--- src/rtl/reg_share_arbiter.sv ---
// ============================================================================
// Module   : reg_share_arbiter
// Purpose  : Round-robin arbiter sharing one W-bit q/qn register among N
//            requesters. Define ARB_LOCK_EN to add per-requester burst lock.
// Revision : 1.0
// ============================================================================
`default_nettype none

module reg_share_arbiter #(
    parameter int             N        = 4,
    parameter int             IW       = 2,
    parameter int             W        = 8,
    parameter logic [W-1:0]   RST_VAL  = '0,
    parameter int             LOCK_MAX = 4
) (
    input  logic              clk,
    input  logic              rstn,
    input  logic [N-1:0]      req,
    input  logic [N*W-1:0]    wdata,
`ifdef ARB_LOCK_EN
    input  logic [N-1:0]      lock,
`endif
    output logic [N-1:0]      gnt,
    output logic              busy,
    output logic [IW-1:0]     owner,
    output logic [W-1:0]      q,
    output logic [W-1:0]      qn,
    output logic [7:0]        wr_cnt
);

    localparam int LCW = $clog2(LOCK_MAX + 1);

    typedef enum logic [0:0] {
        S_IDLE  = 1'b0,
        S_GRANT = 1'b1
    } state_t;

    state_t          r_state,    w_state_nxt;
    logic [N-1:0]    r_gnt,      w_gnt_nxt;
    logic [IW-1:0]   r_owner,    w_owner_nxt;
    logic [IW-1:0]   r_ptr,      w_ptr_nxt;
    logic [W-1:0]    r_q,        w_q_nxt;
    logic [7:0]      r_cnt,      w_cnt_nxt;
    logic [LCW-1:0]  r_lock_cnt, w_lock_cnt_nxt;

    logic [W-1:0]    w_slice [N];
    logic            w_found;
    logic [IW-1:0]   w_win;
    int              w_idx;
    logic [IW-1:0]   w_cand;
    logic            w_lock_req;
    logic            w_stay;

    for (genvar gi = 0; gi < N; gi++) begin : g_slice
        assign w_slice[gi] = wdata[gi*W +: W];
    end

`ifdef ARB_LOCK_EN
    assign w_lock_req = lock[r_owner];
`else
    assign w_lock_req = 1'b0;
`endif

    // A locked owner keeps the slot until it has written LOCK_MAX times in a row.
    assign w_stay = req[r_owner] && w_lock_req && ((int'(r_lock_cnt) + 1) < LOCK_MAX);

    // Rotating search starting just after the most recent winner.
    always_comb begin
        w_found = 1'b0;
        w_win   = '0;
        w_idx   = 0;
        w_cand  = '0;
        for (int k = 1; k <= N; k++) begin
            w_idx  = (int'(r_ptr) + k) % N;
            w_cand = w_idx[IW-1:0];
            if (!w_found && req[w_cand]) begin
                w_found = 1'b1;
                w_win   = w_cand;
            end
        end
    end

    always_comb begin
        w_state_nxt    = r_state;
        w_gnt_nxt      = r_gnt;
        w_owner_nxt    = r_owner;
        w_ptr_nxt      = r_ptr;
        w_q_nxt        = r_q;
        w_cnt_nxt      = r_cnt;
        w_lock_cnt_nxt = r_lock_cnt;
        case (r_state)
            S_IDLE: begin
                w_gnt_nxt = '0;
                if (w_found) begin
                    w_gnt_nxt[w_win] = 1'b1;
                    w_owner_nxt      = w_win;
                    w_ptr_nxt        = w_win;
                    w_lock_cnt_nxt   = '0;
                    w_state_nxt      = S_GRANT;
                end
            end
            S_GRANT: begin
                if (req[r_owner]) begin
                    w_q_nxt   = w_slice[r_owner];
                    w_cnt_nxt = r_cnt + 8'd1;
                end
                if (w_stay) begin
                    w_lock_cnt_nxt = r_lock_cnt + 1'b1;
                end else begin
                    w_gnt_nxt   = '0;
                    w_state_nxt = S_IDLE;
                end
            end
            default: begin
                w_gnt_nxt   = '0;
                w_state_nxt = S_IDLE;
            end
        endcase
    end

    always_ff @(posedge clk or negedge rstn) begin
        if (!rstn) begin
            r_state    <= S_IDLE;
            r_gnt      <= '0;
            r_owner    <= '0;
            r_ptr      <= IW'(N - 1);
            r_q        <= RST_VAL;
            r_cnt      <= '0;
            r_lock_cnt <= '0;
        end else begin
            r_state    <= w_state_nxt;
            r_gnt      <= w_gnt_nxt;
            r_owner    <= w_owner_nxt;
            r_ptr      <= w_ptr_nxt;
            r_q        <= w_q_nxt;
            r_cnt      <= w_cnt_nxt;
            r_lock_cnt <= w_lock_cnt_nxt;
        end
    end

    assign gnt    = r_gnt;
    assign busy   = (r_state != S_IDLE);
    assign owner  = r_owner;
    assign q      = r_q;
    assign qn     = ~r_q;
    assign wr_cnt = r_cnt;

endmodule

`default_nettype wire
--- config.mk ---
export PLATFORM = sky130hd
export DESIGN_NAME = reg_share_arbiter
export DESIGN_NICKNAME = d
export VERILOG_FILES = /design/src/rtl/reg_share_arbiter.sv
export SDC_FILE = /design/constraint.sdc
export NUM_CORES = 1
export LEC_CHECK = 0
export CORE_MARGIN = 5
export CORE_UTILIZATION = 39
export DETAILED_ROUTE_END_ITERATION = 7
export PLACE_DENSITY_LB_ADDON = 0.15
export SETUP_SLACK_MARGIN = 0.5
export SKIP_CTS_REPAIR_TIMING = 1
export SLEW_MARGIN = 15
export SYNTH_ARGS = -nofsm -noshare
export SYNTH_HDL_FRONTEND = slang
export SYNTH_SLANG_ARGS = --single-unit
--- constraint.sdc ---
create_clock -name clk -period 2.01 [get_ports clk]
set_input_delay 0.3015 -clock clk [delete_from_list [all_inputs] [get_ports clk]]
set_output_delay 0.3015 -clock clk [all_outputs]
set_load 0.05 [all_outputs]
==> qor.txt <==
Post-DRT Antenna Nets: 0
Insertion delay to the later sink of the worst-skew pair: 0.32 ns
CP arrival: 1.87 ns
Routed wire length: 3610 um
Worst Setup End Kind: flop
First-pass GRT wire length: 5100 um
CP Data Required Time: 2.23 ns
DR vias/cell: 4.99
Seq/Total Area, Yosys: 46.5%
CTS tree: done
Crit Path Category: reg2reg
Final #Nets: 217
Type of origin of the critical path: flop
TNS Setup: 0 ns
Fillers: 283
Tcrit/Tclk final: 82.0%
Crit-path max FO: 13
Max_slew headroom: 64.8%
Slew at the pin closest to its max-slew limit: 0.527 ns
Synth Flop Type: dfrtp_1
Synth Instances: 99
Max_cap viols: 0
Largest net degree at the start of global routing: 26
Pre-antenna DRT Iters: 4
VDD IR max: 0.829 mV
Initial Util: 40.5%
Minimum clock period: 1.65 ns
Syn_nets: 138
H-tree depth: 1
Final Worst Setup Slack: 0.362 ns
Util after Layout: 63.6%
Status: finished clean
Root Driver: clkbuf_4
ANT cells: 0
Clock skew: 0.00687 ns
Vias in the first global route: 1109
Global Route Usage Sum: 14.7%
Final cell area excluding filler cells: 2120 um2
WHS: 0.316 ns
RSZ-0062 raised after global routing: yes
Synth top area cells: dfrtp_1 (43%), mux4_1 (16%), mux2_4 (8.9%)
Synth area leader: dfrtp_1
Vias: 1113
Antenna violations before repair: 0
Initial drt markers: 13
Max clock buf depth: 2
Pre-CTS WS: 0.0329 ns
HPWL Detailed: 2780 um
Post-synth top area share: 42.6%
Final setup viols: 0
Fmax: 0.607 GHz
Fin. Hold Viols: 0
Leakage power: 0.00108 uW
Ratio of cells with drive above 1 in the final layout: 34.5%
Final Max Slew Viols: 0
Mean area per synthesized cell: 13.6 um2
Placed cell area: 2100 um2
Avg WL per Cell: 16.2 um
Class of the worst hold path: in2async
Clock slew at reported path FFs: 0.14 ns
Gr ovfl total: 0
Row count: 21
R2R Setup Slk: 0.36 ns
Die Span X: 68.9 um
Area growth, synth to finish: 57.1%
Port Buf Inserts: 68
Post-synth EDFFs: 0
#FFs+latches synth: 25
Ys async rst share: 100%
CTS Buf Count: 3
Core Footprint: 3340 um2
Total power per unit cell area: 1660 nW/um2
Die Area: 4740 um2
Unique cell type count in the Yosys netlist: 28
Routability cong.: 0.909
Die span in y: 68.9 um
DRC errors left: 0
Io pins: 69
Syn Std Cell Area: 1350 um2
Clock sink count: 25
Synth warnings: 0
cells by family (layout without fill, tap and decap cells):
logic type	count (synthesis)	after routing	share of synthesized area, %
adder cells (fa/ha/maj)	1	1	0.926
AND/OR/NAND/NOR	23	23	9.35
multiplexers	21	21	29.4
XOR/XNOR	7	7	4.54
AO/OA/AOI/OAI	8	8	3.43
flip-flops	25	25	46.5
buffers and inverters	14	92	5.93
state kept, by name, summed over array words and instances, names as in the netlist:
register  cells
busy          1
owner         2
q             8
r_ptr         2
gnt           4
wr_cnt        8
metal layers:
metal / part of all wire [%] / vias to the layer above / track usage [%] / wire [um]
met5: 0 / - / 0 / 0
met4: 1.1 / 0 / 4.62 / 38
met3: 7.4 / 4 / 4.54 / 266
met2: 54 / 45 / 26.9 / 1950
met1: 38 / 550 / 16.0 / 1350
li1: - / 514 / - / -
worst paths after layout:
| kind | from | endpoint | cells past startpoint |
|---|---|---|---|
| min reg2reg | wr_cnt[7] | wr_cnt[7] | 1 |
| max in group asynchronous | rstn | r_ptr[0] | 2 |
| min | rstn | wr_cnt[6] | 2 |
| max | owner[1] | q[1] | 3 |
| max reg2reg | owner[1] | q[1] | 3 |
| min in group clk | wr_cnt[7] | wr_cnt[7] | 1 |
per-stage QoR:
step                std cells  power (uW)
finish                    223        3520
global route              223        3710
CTS                       221        3630
detailed placement        217        3400
global placement          217        3340
floorplan                  99        2630
synth_stat cells (3+ instances only):
library cell  count
nor2_1            6
xor2_1            4
a21oi_1           3
mux2_2            3
mux4_1            8
mux2_4            8
nand3_1           3
nand2_1           4
dfrtp_1          23
o21ai_0           3
xnor2_1           3
inv_1            11
nor2b_1           3
layout by cell type (no fill, tap or decap), drive strengths merged:
| cell type | instances |
|---|---|
| xor2 | 4 |
| inv | 11 |
| nor2 | 6 |
| dfrtp | 23 |
| clkbuf | 25 |
| a211oi | 1 |
| o21ai | 3 |
| and3b | 1 |
| mux2 | 11 |
| clkinvlp | 1 |
| nand2 | 5 |
| clkdlybuf4s50 | 37 |
| or3 | 1 |
| a21oi | 3 |
| buf | 11 |
| dfstp | 2 |
| mux4 | 9 |
| nor2b | 3 |
| dlymetal6s2s | 7 |
| o221ai | 1 |
| nand2b | 1 |
| mux2i | 1 |
| xnor2 | 3 |
| ha | 1 |
| nor4 | 1 |
| nand3 | 3 |
| nor3 | 2 |
power breakdown:
part	total (uW)	switching (uW)	internal, uW
logic	2330	1490	839
registers	961	226	736
clock network	232	156	76.1
final cells by class:
cell class                      count  area (um2)  share of cell area (%)
Multi-Input combinational cell     60         701                    33.0
Tap cell                           46        57.6                    2.71
Clock inverter                      1        7.51                   0.354
Sequential cell                    25         631                    29.7
Timing Repair Buffer               77         663                    31.2
Inverter                           11        41.3                    1.94
Clock buffer                        3        22.5                    1.06
critical path, cell delays in order, from the launching register on:
cell and delay (ns):
dfrtp_2 0.39, mux4_2 0.55, nand2_4 0.24, mux2_2 0.37
Power figures use the tool's default switching activity.
